## src/rtl/defines_pkg.sv

```systemverilog
// Shared decode constants for the MIPS ID stage: opcodes, functs, ALU encodings.
package defines_pkg;

   localparam logic [5:0] OP_SPECIAL = 6'h00;
   localparam logic [5:0] OP_ANDI    = 6'h0C;
   localparam logic [5:0] OP_ORI     = 6'h0D;
   localparam logic [5:0] OP_XORI    = 6'h0E;
   localparam logic [5:0] OP_LUI     = 6'h0F;
   localparam logic [5:0] OP_LW      = 6'h23;

   localparam logic [5:0] FUNCT_SLL = 6'h00;
   localparam logic [5:0] FUNCT_SRL = 6'h02;
   localparam logic [5:0] FUNCT_SRA = 6'h03;
   localparam logic [5:0] FUNCT_AND = 6'h24;
   localparam logic [5:0] FUNCT_OR  = 6'h25;
   localparam logic [5:0] FUNCT_XOR = 6'h26;
   localparam logic [5:0] FUNCT_NOR = 6'h27;

   localparam logic [7:0] EXE_NOP_OP = 8'h00;
   localparam logic [7:0] EXE_AND_OP = 8'h24;
   localparam logic [7:0] EXE_OR_OP  = 8'h25;
   localparam logic [7:0] EXE_XOR_OP = 8'h26;
   localparam logic [7:0] EXE_NOR_OP = 8'h27;
   localparam logic [7:0] EXE_SLL_OP = 8'h7C;
   localparam logic [7:0] EXE_SRL_OP = 8'h02;
   localparam logic [7:0] EXE_SRA_OP = 8'h03;
   localparam logic [7:0] EXE_LW_OP  = 8'hE3;

   localparam logic [2:0] EXE_RES_NOP        = 3'b000;
   localparam logic [2:0] EXE_RES_LOGIC      = 3'b001;
   localparam logic [2:0] EXE_RES_SHIFT      = 3'b010;
   localparam logic [2:0] EXE_RES_LOAD_STORE = 3'b111;

   localparam logic [4:0]  NOPRegAddr   = 5'b00000;
   localparam logic        WriteEnable  = 1'b1;
   localparam logic        WriteDisable = 1'b0;
   localparam logic [31:0] ZeroWord     = 32'h0000_0000;

endpackage

```

## src/rtl/id_stage_if.sv

```systemverilog
// Registered ID/EX payload bundle; the ID stage drives it, EX consumes it.
interface id_stage_if
   import defines_pkg::*;
#(
   parameter int DATA_W     = 32,
   parameter int REG_ADDR_W = 5,
   parameter int ALUOP_W    = 8,
   parameter int ALUSEL_W   = 3
);

   logic                  ex_valid_o;
   logic [DATA_W-1:0]     ex_pc_o;
   logic [ALUOP_W-1:0]    ex_aluop_o;
   logic [ALUSEL_W-1:0]   ex_alusel_o;
   logic [DATA_W-1:0]     ex_reg1_o;
   logic [DATA_W-1:0]     ex_reg2_o;
   logic [REG_ADDR_W-1:0] ex_wd_o;
   logic                  ex_wreg_o;
   logic                  ex_is_load_o;
   logic                  ex_inst_invalid_o;

   modport master (
      output ex_valid_o, ex_pc_o, ex_aluop_o, ex_alusel_o, ex_reg1_o, ex_reg2_o,
             ex_wd_o, ex_wreg_o, ex_is_load_o, ex_inst_invalid_o
   );

   modport slave (
      input ex_valid_o, ex_pc_o, ex_aluop_o, ex_alusel_o, ex_reg1_o, ex_reg2_o,
            ex_wd_o, ex_wreg_o, ex_is_load_o, ex_inst_invalid_o
   );

endinterface

```

## src/rtl/id_fwd_mux.sv

```systemverilog
// One read port's operand select (imm / $0 / EX / MEM / regfile) and its hazard compare.
module id_fwd_mux
   import defines_pkg::*;
#(
   parameter int DATA_W     = 32,
   parameter int REG_ADDR_W = 5,
   parameter int FWD_EN     = 1
) (
   input  logic                  read_i,
   input  logic [REG_ADDR_W-1:0] addr_i,
   input  logic [DATA_W-1:0]     imm_i,
   input  logic [DATA_W-1:0]     rf_data_i,
   input  logic                  ex_wreg_i,
   input  logic [REG_ADDR_W-1:0] ex_wd_i,
   input  logic [DATA_W-1:0]     ex_wdata_i,
   input  logic                  ex_is_load_i,
   input  logic                  mem_wreg_i,
   input  logic [REG_ADDR_W-1:0] mem_wd_i,
   input  logic [DATA_W-1:0]     mem_wdata_i,
   output logic [DATA_W-1:0]     data_o,
   output logic                  hazard_o
);

   logic addrZero;
   logic exHit;
   logic memHit;

   assign addrZero = (addr_i == '0);
   assign exHit    = ex_wreg_i && (ex_wd_i == addr_i) && !addrZero;
   assign memHit   = mem_wreg_i && (mem_wd_i == addr_i) && !addrZero;

   always_comb begin
      data_o = rf_data_i;
      if (!read_i) begin
         data_o = imm_i;
      end else if (addrZero) begin
         data_o = '0;
      end else if ((FWD_EN != 0) && exHit) begin
         data_o = ex_wdata_i;
      end else if ((FWD_EN != 0) && memHit) begin
         data_o = mem_wdata_i;
      end
   end

   // Without forwarding, any in-flight producer of this register must be waited out.
   assign hazard_o = read_i && ((exHit && ex_is_load_i) ||
                                ((FWD_EN == 0) && (exHit || memHit)));

endmodule

```

## src/rtl/id_stage.sv

```systemverilog
// MIPS decode stage (logic/shift/LUI/LW) with forwarding, load-use bubble and ID/EX register.
module id_stage
   import defines_pkg::*;
#(
   parameter int DATA_W     = 32,
   parameter int REG_ADDR_W = 5,
   parameter int ALUOP_W    = 8,
   parameter int ALUSEL_W   = 3,
   parameter int FWD_EN     = 1,
   parameter int CNT_W      = 16
) (
   input  logic                  clk,
   input  logic                  rst,
   input  logic                  stall_i,
   input  logic                  flush_i,
   input  logic                  valid_i,
   input  logic [DATA_W-1:0]     pc_i,
   input  logic [31:0]           inst_i,
   input  logic [DATA_W-1:0]     reg1_data_i,
   input  logic [DATA_W-1:0]     reg2_data_i,
   output logic                  reg1_read_o,
   output logic                  reg2_read_o,
   output logic [REG_ADDR_W-1:0] reg1_addr_o,
   output logic [REG_ADDR_W-1:0] reg2_addr_o,
   input  logic                  ex_wreg_i,
   input  logic [REG_ADDR_W-1:0] ex_wd_i,
   input  logic [DATA_W-1:0]     ex_wdata_i,
   input  logic                  ex_is_load_i,
   input  logic                  mem_wreg_i,
   input  logic [REG_ADDR_W-1:0] mem_wd_i,
   input  logic [DATA_W-1:0]     mem_wdata_i,
   output logic                  stallreq_o,
   id_stage_if.master            ex,
   output logic [CNT_W-1:0]      bubble_cnt_o
);

   typedef struct packed {
      logic                  valid;
      logic [DATA_W-1:0]     pc;
      logic [ALUOP_W-1:0]    aluop;
      logic [ALUSEL_W-1:0]   alusel;
      logic [DATA_W-1:0]     reg1;
      logic [DATA_W-1:0]     reg2;
      logic [REG_ADDR_W-1:0] wd;
      logic                  wreg;
      logic                  isLoad;
      logic                  invalid;
   } payload_t;

   logic [5:0]            op;
   logic [5:0]            funct;
   logic [4:0]            sa;
   logic [15:0]           imm;
   logic [DATA_W-1:0]     imm1;
   logic [DATA_W-1:0]     imm2;
   logic [DATA_W-1:0]     opnd1;
   logic [DATA_W-1:0]     opnd2;
   logic                  haz1;
   logic                  haz2;
   logic [REG_ADDR_W-1:0] wdDec;
   logic                  wregDec;
   logic [ALUOP_W-1:0]    aluopDec;
   logic [ALUSEL_W-1:0]   aluselDec;
   logic                  loadDec;
   logic                  invalidDec;
   payload_t              dec;
   payload_t              payload_d;
   payload_t              payload_q;
   logic [CNT_W-1:0]      cnt_d;
   logic [CNT_W-1:0]      cnt_q;

   assign op          = inst_i[31:26];
   assign funct       = inst_i[5:0];
   assign sa          = inst_i[10:6];
   assign imm         = inst_i[15:0];
   assign reg1_addr_o = REG_ADDR_W'(inst_i[25:21]);
   assign reg2_addr_o = REG_ADDR_W'(inst_i[20:16]);

   // Reserved encodings read nothing and carry zero operands so they can never stall.
   always_comb begin
      reg1_read_o = 1'b0;
      reg2_read_o = 1'b0;
      imm1        = '0;
      imm2        = '0;
      wdDec       = REG_ADDR_W'(NOPRegAddr);
      wregDec     = WriteDisable;
      aluopDec    = ALUOP_W'(EXE_NOP_OP);
      aluselDec   = ALUSEL_W'(EXE_RES_NOP);
      loadDec     = 1'b0;
      invalidDec  = 1'b0;
      if (valid_i) begin
         case (op)
            OP_SPECIAL: begin
               case (funct)
                  FUNCT_AND, FUNCT_OR, FUNCT_XOR, FUNCT_NOR: begin
                     reg1_read_o = 1'b1;
                     reg2_read_o = 1'b1;
                     wdDec       = REG_ADDR_W'(inst_i[15:11]);
                     wregDec     = WriteEnable;
                     aluselDec   = ALUSEL_W'(EXE_RES_LOGIC);
                     case (funct)
                        FUNCT_AND: aluopDec = ALUOP_W'(EXE_AND_OP);
                        FUNCT_OR:  aluopDec = ALUOP_W'(EXE_OR_OP);
                        FUNCT_XOR: aluopDec = ALUOP_W'(EXE_XOR_OP);
                        default:   aluopDec = ALUOP_W'(EXE_NOR_OP);
                     endcase
                  end
                  FUNCT_SLL, FUNCT_SRL, FUNCT_SRA: begin
                     reg2_read_o = 1'b1;
                     imm1        = DATA_W'(sa);
                     wdDec       = REG_ADDR_W'(inst_i[15:11]);
                     wregDec     = WriteEnable;
                     aluselDec   = ALUSEL_W'(EXE_RES_SHIFT);
                     case (funct)
                        FUNCT_SLL: aluopDec = ALUOP_W'(EXE_SLL_OP);
                        FUNCT_SRL: aluopDec = ALUOP_W'(EXE_SRL_OP);
                        default:   aluopDec = ALUOP_W'(EXE_SRA_OP);
                     endcase
                  end
                  default: invalidDec = 1'b1;
               endcase
            end
            OP_ANDI, OP_ORI, OP_XORI: begin
               reg1_read_o = 1'b1;
               imm2        = DATA_W'(imm);
               wdDec       = REG_ADDR_W'(inst_i[20:16]);
               wregDec     = WriteEnable;
               aluselDec   = ALUSEL_W'(EXE_RES_LOGIC);
               case (op)
                  OP_ANDI: aluopDec = ALUOP_W'(EXE_AND_OP);
                  OP_ORI:  aluopDec = ALUOP_W'(EXE_OR_OP);
                  default: aluopDec = ALUOP_W'(EXE_XOR_OP);
               endcase
            end
            OP_LUI: begin
               imm2      = DATA_W'({imm, 16'h0000});
               wdDec     = REG_ADDR_W'(inst_i[20:16]);
               wregDec   = WriteEnable;
               aluopDec  = ALUOP_W'(EXE_OR_OP);
               aluselDec = ALUSEL_W'(EXE_RES_LOGIC);
            end
            OP_LW: begin
               reg1_read_o = 1'b1;
               imm2        = DATA_W'(signed'(imm));
               wdDec       = REG_ADDR_W'(inst_i[20:16]);
               wregDec     = WriteEnable;
               aluopDec    = ALUOP_W'(EXE_LW_OP);
               aluselDec   = ALUSEL_W'(EXE_RES_LOAD_STORE);
               loadDec     = 1'b1;
            end
            default: invalidDec = 1'b1;
         endcase
      end
   end

   id_fwd_mux #(.DATA_W(DATA_W), .REG_ADDR_W(REG_ADDR_W), .FWD_EN(FWD_EN)) u_fwd1 (
      .read_i(reg1_read_o), .addr_i(reg1_addr_o), .imm_i(imm1), .rf_data_i(reg1_data_i),
      .ex_wreg_i(ex_wreg_i), .ex_wd_i(ex_wd_i), .ex_wdata_i(ex_wdata_i), .ex_is_load_i(ex_is_load_i),
      .mem_wreg_i(mem_wreg_i), .mem_wd_i(mem_wd_i), .mem_wdata_i(mem_wdata_i),
      .data_o(opnd1), .hazard_o(haz1)
   );

   id_fwd_mux #(.DATA_W(DATA_W), .REG_ADDR_W(REG_ADDR_W), .FWD_EN(FWD_EN)) u_fwd2 (
      .read_i(reg2_read_o), .addr_i(reg2_addr_o), .imm_i(imm2), .rf_data_i(reg2_data_i),
      .ex_wreg_i(ex_wreg_i), .ex_wd_i(ex_wd_i), .ex_wdata_i(ex_wdata_i), .ex_is_load_i(ex_is_load_i),
      .mem_wreg_i(mem_wreg_i), .mem_wd_i(mem_wd_i), .mem_wdata_i(mem_wdata_i),
      .data_o(opnd2), .hazard_o(haz2)
   );

   assign stallreq_o = !rst && (haz1 || haz2);

   assign dec = '{valid: valid_i, pc: pc_i, aluop: aluopDec, alusel: aluselDec,
                  reg1: opnd1, reg2: opnd2, wd: wdDec, wreg: wregDec,
                  isLoad: loadDec, invalid: invalidDec};

   // A bubble is the all-zero payload because the NOP aluop/alusel encodings are zero.
   always_comb begin
      payload_d = payload_q;
      cnt_d     = cnt_q;
      if (flush_i) begin
         payload_d = '0;
      end else if (!stall_i) begin
         if (stallreq_o) begin
            payload_d = '0;
            if (cnt_q != '1) cnt_d = cnt_q + 1'b1;
         end else begin
            payload_d = dec;
         end
      end
   end

   always_ff @(posedge clk) begin
      if (rst) begin
         payload_q <= '0;
         cnt_q     <= '0;
      end else begin
         payload_q <= payload_d;
         cnt_q     <= cnt_d;
      end
   end

   assign ex.ex_valid_o        = payload_q.valid;
   assign ex.ex_pc_o           = payload_q.pc;
   assign ex.ex_aluop_o        = payload_q.aluop;
   assign ex.ex_alusel_o       = payload_q.alusel;
   assign ex.ex_reg1_o         = payload_q.reg1;
   assign ex.ex_reg2_o         = payload_q.reg2;
   assign ex.ex_wd_o           = payload_q.wd;
   assign ex.ex_wreg_o         = payload_q.wreg;
   assign ex.ex_is_load_o      = payload_q.isLoad;
   assign ex.ex_inst_invalid_o = payload_q.invalid;
   assign bubble_cnt_o         = cnt_q;

endmodule

```

## src/flat_wrapper.sv

```systemverilog
// flat-port wrapper written by rule: the top's interface ports become plain ports
module id_stage_flat import defines_pkg::*;
#(
   parameter int DATA_W     = 32,
   parameter int REG_ADDR_W = 5,
   parameter int ALUOP_W    = 8,
   parameter int ALUSEL_W   = 3,
   parameter int FWD_EN     = 1,
   parameter int CNT_W      = 16
)
  (clk, rst, stall_i, flush_i, valid_i, pc_i, inst_i, reg1_data_i, reg2_data_i, reg1_read_o, reg2_read_o, reg1_addr_o, reg2_addr_o, ex_wreg_i, ex_wd_i, ex_wdata_i, ex_is_load_i, mem_wreg_i, mem_wd_i, mem_wdata_i, stallreq_o, bubble_cnt_o, ex_ex_valid_o, ex_ex_pc_o, ex_ex_aluop_o, ex_ex_alusel_o, ex_ex_reg1_o, ex_ex_reg2_o, ex_ex_wd_o, ex_ex_wreg_o, ex_ex_is_load_o, ex_ex_inst_invalid_o);
  id_stage_if #(.DATA_W(DATA_W), .REG_ADDR_W(REG_ADDR_W), .ALUOP_W(ALUOP_W), .ALUSEL_W(ALUSEL_W)) ex_i ();
  input  logic clk;
  input  logic rst;
  input  logic stall_i;
  input  logic flush_i;
  input  logic valid_i;
  input  logic [DATA_W-1:0] pc_i;
  input  logic [31:0] inst_i;
  input  logic [DATA_W-1:0] reg1_data_i;
  input  logic [DATA_W-1:0] reg2_data_i;
  output logic reg1_read_o;
  output logic reg2_read_o;
  output logic [REG_ADDR_W-1:0] reg1_addr_o;
  output logic [REG_ADDR_W-1:0] reg2_addr_o;
  input  logic ex_wreg_i;
  input  logic [REG_ADDR_W-1:0] ex_wd_i;
  input  logic [DATA_W-1:0] ex_wdata_i;
  input  logic ex_is_load_i;
  input  logic mem_wreg_i;
  input  logic [REG_ADDR_W-1:0] mem_wd_i;
  input  logic [DATA_W-1:0] mem_wdata_i;
  output logic stallreq_o;
  output logic [CNT_W-1:0] bubble_cnt_o;
  output wire logic [$bits(ex_i.ex_valid_o)-1:0] ex_ex_valid_o;
  output wire logic [$bits(ex_i.ex_pc_o)-1:0] ex_ex_pc_o;
  output wire logic [$bits(ex_i.ex_aluop_o)-1:0] ex_ex_aluop_o;
  output wire logic [$bits(ex_i.ex_alusel_o)-1:0] ex_ex_alusel_o;
  output wire logic [$bits(ex_i.ex_reg1_o)-1:0] ex_ex_reg1_o;
  output wire logic [$bits(ex_i.ex_reg2_o)-1:0] ex_ex_reg2_o;
  output wire logic [$bits(ex_i.ex_wd_o)-1:0] ex_ex_wd_o;
  output wire logic [$bits(ex_i.ex_wreg_o)-1:0] ex_ex_wreg_o;
  output wire logic [$bits(ex_i.ex_is_load_o)-1:0] ex_ex_is_load_o;
  output wire logic [$bits(ex_i.ex_inst_invalid_o)-1:0] ex_ex_inst_invalid_o;
  assign ex_ex_valid_o = ex_i.ex_valid_o;
  assign ex_ex_pc_o = ex_i.ex_pc_o;
  assign ex_ex_aluop_o = ex_i.ex_aluop_o;
  assign ex_ex_alusel_o = ex_i.ex_alusel_o;
  assign ex_ex_reg1_o = ex_i.ex_reg1_o;
  assign ex_ex_reg2_o = ex_i.ex_reg2_o;
  assign ex_ex_wd_o = ex_i.ex_wd_o;
  assign ex_ex_wreg_o = ex_i.ex_wreg_o;
  assign ex_ex_is_load_o = ex_i.ex_is_load_o;
  assign ex_ex_inst_invalid_o = ex_i.ex_inst_invalid_o;
  id_stage #(.DATA_W(DATA_W), .REG_ADDR_W(REG_ADDR_W), .ALUOP_W(ALUOP_W), .ALUSEL_W(ALUSEL_W), .FWD_EN(FWD_EN), .CNT_W(CNT_W)) u_core (.clk(clk), .rst(rst), .stall_i(stall_i), .flush_i(flush_i), .valid_i(valid_i), .pc_i(pc_i), .inst_i(inst_i), .reg1_data_i(reg1_data_i), .reg2_data_i(reg2_data_i), .reg1_read_o(reg1_read_o), .reg2_read_o(reg2_read_o), .reg1_addr_o(reg1_addr_o), .reg2_addr_o(reg2_addr_o), .ex_wreg_i(ex_wreg_i), .ex_wd_i(ex_wd_i), .ex_wdata_i(ex_wdata_i), .ex_is_load_i(ex_is_load_i), .mem_wreg_i(mem_wreg_i), .mem_wd_i(mem_wd_i), .mem_wdata_i(mem_wdata_i), .stallreq_o(stallreq_o), .ex(ex_i), .bubble_cnt_o(bubble_cnt_o));
endmodule
```

## config.mk

```make
export PLATFORM = sky130hd
export DESIGN_NAME = id_stage_flat
export DESIGN_NICKNAME = d
export VERILOG_FILES = /design/src/rtl/defines_pkg.sv /design/src/rtl/id_stage_if.sv /design/src/rtl/id_fwd_mux.sv /design/src/rtl/id_stage.sv /design/src/flat_wrapper.sv
export SDC_FILE = /design/constraint.sdc
export NUM_CORES = 1
export LEC_CHECK = 0
export CAP_MARGIN = 30
export CORE_MARGIN = 5
export CORE_UTILIZATION = 42
export CTS_BUF_LIST = sky130_fd_sc_hd__clkbuf_8
export CTS_CLUSTER_SIZE = 10
export DETAILED_ROUTE_END_ITERATION = 16
export HOLD_SLACK_MARGIN = 0.06
export PLACE_DENSITY = 0.88
export SLEW_MARGIN = 10
export SYNTH_ARGS = -nofsm -noshare
export SYNTH_HDL_FRONTEND = slang
export SYNTH_SLANG_ARGS = --single-unit
```

## constraint.sdc

```tcl
create_clock -name clk -period 2.4 [get_ports clk]
set_input_delay 0.24 -clock clk [delete_from_list [all_inputs] [get_ports clk]]
set_output_delay 0.24 -clock clk [all_outputs]
set_load 0.005 [all_outputs]
```

==> impl_metrics.csv <==
group,metric,value,unit
status,outcome,"complete, no violations",
clock_tree,clock_sinks,129,
synth,synth_top_area_share,35.8,%
clock_tree,htree_levels,4,
floorplan,row_count,48,
hold_path,hold_class,"in2reg",
placed_design,dpl.cell_count,1490,
global_route,grt_overflow,0,
synth,yosysTopAreaCell,"dfxtp_1",
sta,fin_setup_tns,0,ns
routing,dr.pass1.iters,8,
synth,synth.distinct_cells,62,
power_and_ir_drop,p_per_area,415,mW/mm^2
sta,period_needed,2.33,ns
finish,syn_to_final_growth,67.9,%
power_and_ir_drop,p_leak,0.00434,uW
setup_path,worst_setup_path_end_kind,"primary output",
routing,num_vias,8985,
sta,grt_setup_unrepaired,"false",
clock_tree,cts_buffers,17,
synth,synthFlopType,"dfxtp_1",
synth,synthTopCellsByArea,"dfxtp_1 (36%), o21ai_0 (7.8%), a22o_1 (7.8%)",
finish,instances_no_fill,1529,
global_route,track_usage,32.5,%
setup_path,crit_arrival,2.09,ns
clock_tree,clockBufferDepth,2,
routing,avgViaCountPerCell,5.88,
global_route,met2_usage,53.7,%
synth,synth_edf_count,0,
setup_path,worstPathRequired,2.16,ns
synth,synth-seq-area-share,35.8,%
setup_path,cp_slowest_cell,"or4_1",
placed_design,io_buffer_count,354,
setup_path,startpoint_type,"input port",
floorplan,fp.dieH,141,microns
routing,drc,0,
global_route,grt_first_pass_wirelength,50.6,mm
hold_path,min_from,"pc_i[8]",
sta,drv_slew,0,
setup_path,worstPathCellList,"clkdlybuf4s50_1, or4_1, nor2_4, nor3_4, a32oi_4, nor2_1, dlygate4sd2_1",
finish,drive_above_1_share,13.4,%
routing,avgRoutedWirePerCell,22.0,microns
power_and_ir_drop,ir_worst_vdd,0.000356,V
sta,hold_viol,0,
global_route,grt_max_degree,37,
placed_design,gp_congestion,0.985,
global_route,grt_pass1_vias,8762,
sta,setup_viol,0,
floorplan,die_w,141,microns
clock_tree,clk_pin_slew,0.09,ns
power_and_ir_drop,total_power,5030,uW
placed_design,placed_area,0.0117,sq mm
clock_tree,clk-insertion-delay-late,0.46,ns
synth,yosysWarnings,0,
sta,relSlewSlack,48.6,%
floorplan,io_pins,355,
global_route,gr-max-usage-layer,"met2",
flow_run,cap_violations,0,
synth,syn-num-nets,1105,
global_route,use_met1,40.2,%
global_route,antenna_found_initial,4,
synth,synth_area,0.00722,sq mm
routing,ant_nets,0,
global_route,gr-usage-met3,6.89,%
sta,max_freq,0.429,GHz
synth,async_reset_ff_share,0,%
floorplan,die_area,0.0199,sq mm
sta,tightest_slew,0.768,ns
setup_path,reg2reg_from,"u_core.bubble_cnt_o[0]$_SDFFE_PP0P_",
setup_path,max_stage_delay,0.60,ns
finish,final_cell_area,0.0121,sq mm
sta,fin_skew,0.00812,ns
synth,ys_seq_elements,129,
floorplan,start_util,42.3,%
routing,totalWireLength,33.6,mm
clock_tree,ctsHoldBuffers,0,
clock_tree,cts-root-buf,"clkbuf_8",
sta,fin_crit_sh,97.2,%
clock_tree,cts_tree,"built",
setup_path,critPathKind,"in2out",
synth,avgSynthCellArea,8.08,sq um
finish,nets,1499,
routing,drtIter0Drc,815,
synth,postSynthCellCount,894,
setup_path,path_max_fanout,2,
setup_path,crit_start,"inst_i[23]",
floorplan,coreArea,0.0171,sq mm
placed_design,hpwl,26.4,mm
## through the flow
stage / hold WS, ns / util [%] / setup WS (ns)
after floorplan: 0.366 / - / 0.414
after global placement: 0.434 / 68.3 / -0.324
after detailed placement: 0.441 / 68.3 / -0.341
after CTS: 0.343 / 70.9 / 0.0733
after global routing: 0.350 / 71.1 / 0.00195
final: 0.371 / 71.1 / 0.0672
## synthesized netlist by cell type, types with 2 or more instances
library cell and instances:
a21o_1 9, a21oi_1 62, a221o_1 5, a22o_1 64
a22oi_1 7, a2bb2oi_1 17, a31oi_1 2, a32oi_1 7
and2_1 3, and3_1 19, and4_1 2, buf_2 10
buf_4 17, buf_6 2, clkbuf_1 57, dfxtp_1 129
inv_1 12, mux2_2 9, mux2i_1 27, nand2_1 98
nand2b_1 5, nand3_1 59, nand3b_1 3, nand4_1 9
nor2_1 27, nor2b_1 12, nor3_1 13, nor3_2 3
nor3b_1 4, nor4_1 2, nor4_2 4, o2111ai_1 2
o211ai_1 3, o21a_1 16, o21ai_0 113, o21ai_1 7
o41ai_1 3, or3_1 7, or4_1 3, xnor2_1 18
xor2_1 2
## timing repair
action / CTS / global route
gates cloned: 0 / 0
pin swaps: 7 / 1
resized for setup: 13 / 0
buffers inserted: 3 / 1
setup endpoints to repair: 3 / 3
## state kept, by name, summed over array words and instances (netlist names)
| name | count |
|---|---|
| u_core.bubble_cnt_o | 16 |
| u_core.ex.ex_aluop_o | 6 |
| u_core.ex.ex_alusel_o | 2 |
| u_core.ex.ex_inst_invalid_o | 1 |
| u_core.ex.ex_is_load_o | 1 |
| u_core.ex.ex_pc_o | 32 |
| u_core.ex.ex_reg1_o | 32 |
| u_core.ex.ex_reg2_o | 32 |
| u_core.ex.ex_valid_o | 1 |
| u_core.ex.ex_wd_o | 5 |
| u_core.ex.ex_wreg_o | 1 |
## placed cells by master (no fill, tap or decap), drive strengths merged, types with 19 or more instances in the layout
master           n
clkdlybuf4s50  347
dfxtp          129
o21ai          120
buf            108
nand2           98
a22o            64
a21oi           63
nand3           59
nor2            29
mux2i           27
inv             20
and3            19
## final timing paths
path / end / slack [ns] / cells past startpoint
max reg2reg: u_core.bubble_cnt_o[14]$_SDFFE_PP0P_ / 0.28 / 6
min reg2reg: u_core.ex.ex_reg2_o[24]$_SDFFE_PP0N_ / 0.46 / 2
max: stallreq_o / 0.07 / 7
min: u_core.ex.ex_pc_o[8]$_SDFFE_PP0N_ / 0.37 / 2
## area by class of cell
type,count,area (sq um)
Antenna cell,3,7.51
Clock buffer,18,248
Clock inverter,14,143
Fill cell,1362,4930
Inverter,12,45.0
Multi-Input combinational cell,666,4260
Sequential cell,129,2580
Tap cell,225,282
Timing Repair Buffer,462,4560
## critical path: cells and delay by family
kind / cells / cell delay [ns]
AO/OA/AOI/OAI: 1 / 0.22
buffers and inverters: 2 / 0.70
AND/OR/NAND/NOR: 4 / 0.93
## cells by family (layout without fill, tap and decap cells)
group | Yosys count | after routing | synth area share, %
adders and majority gates | 1 | 1 | 0.173
AOI/OAI and AO/OA | 327 | 327 | 30.3
xor gates and xnor gates | 20 | 20 | 2.43
muxes | 36 | 36 | 5.14
DFF | 129 | 129 | 35.8
other | 0 | 3 | 0
buffers and inverters | 99 | 506 | 6.41
and+or+nand+nor | 282 | 282 | 19.8
## layer usage
| layer | share of wire, % | wire length, microns |
|---|---|---|
| met1 | 39 | 13100 |
| met2 | 46 | 15500 |
| met3 | 9.4 | 3160 |
| met4 | 5.3 | 1780 |
| met5 | 0.039 | 13 |
## report_power, final
group	internal [uW]	leakage [uW]	total [uW]	switching, uW
Clock	797	0.000193	1850	1060
Combinational	568	0.00311	1000	434
Sequential	2160	0.00104	2170	12.6
Note: power is estimated with default switching activity, not from simulation.
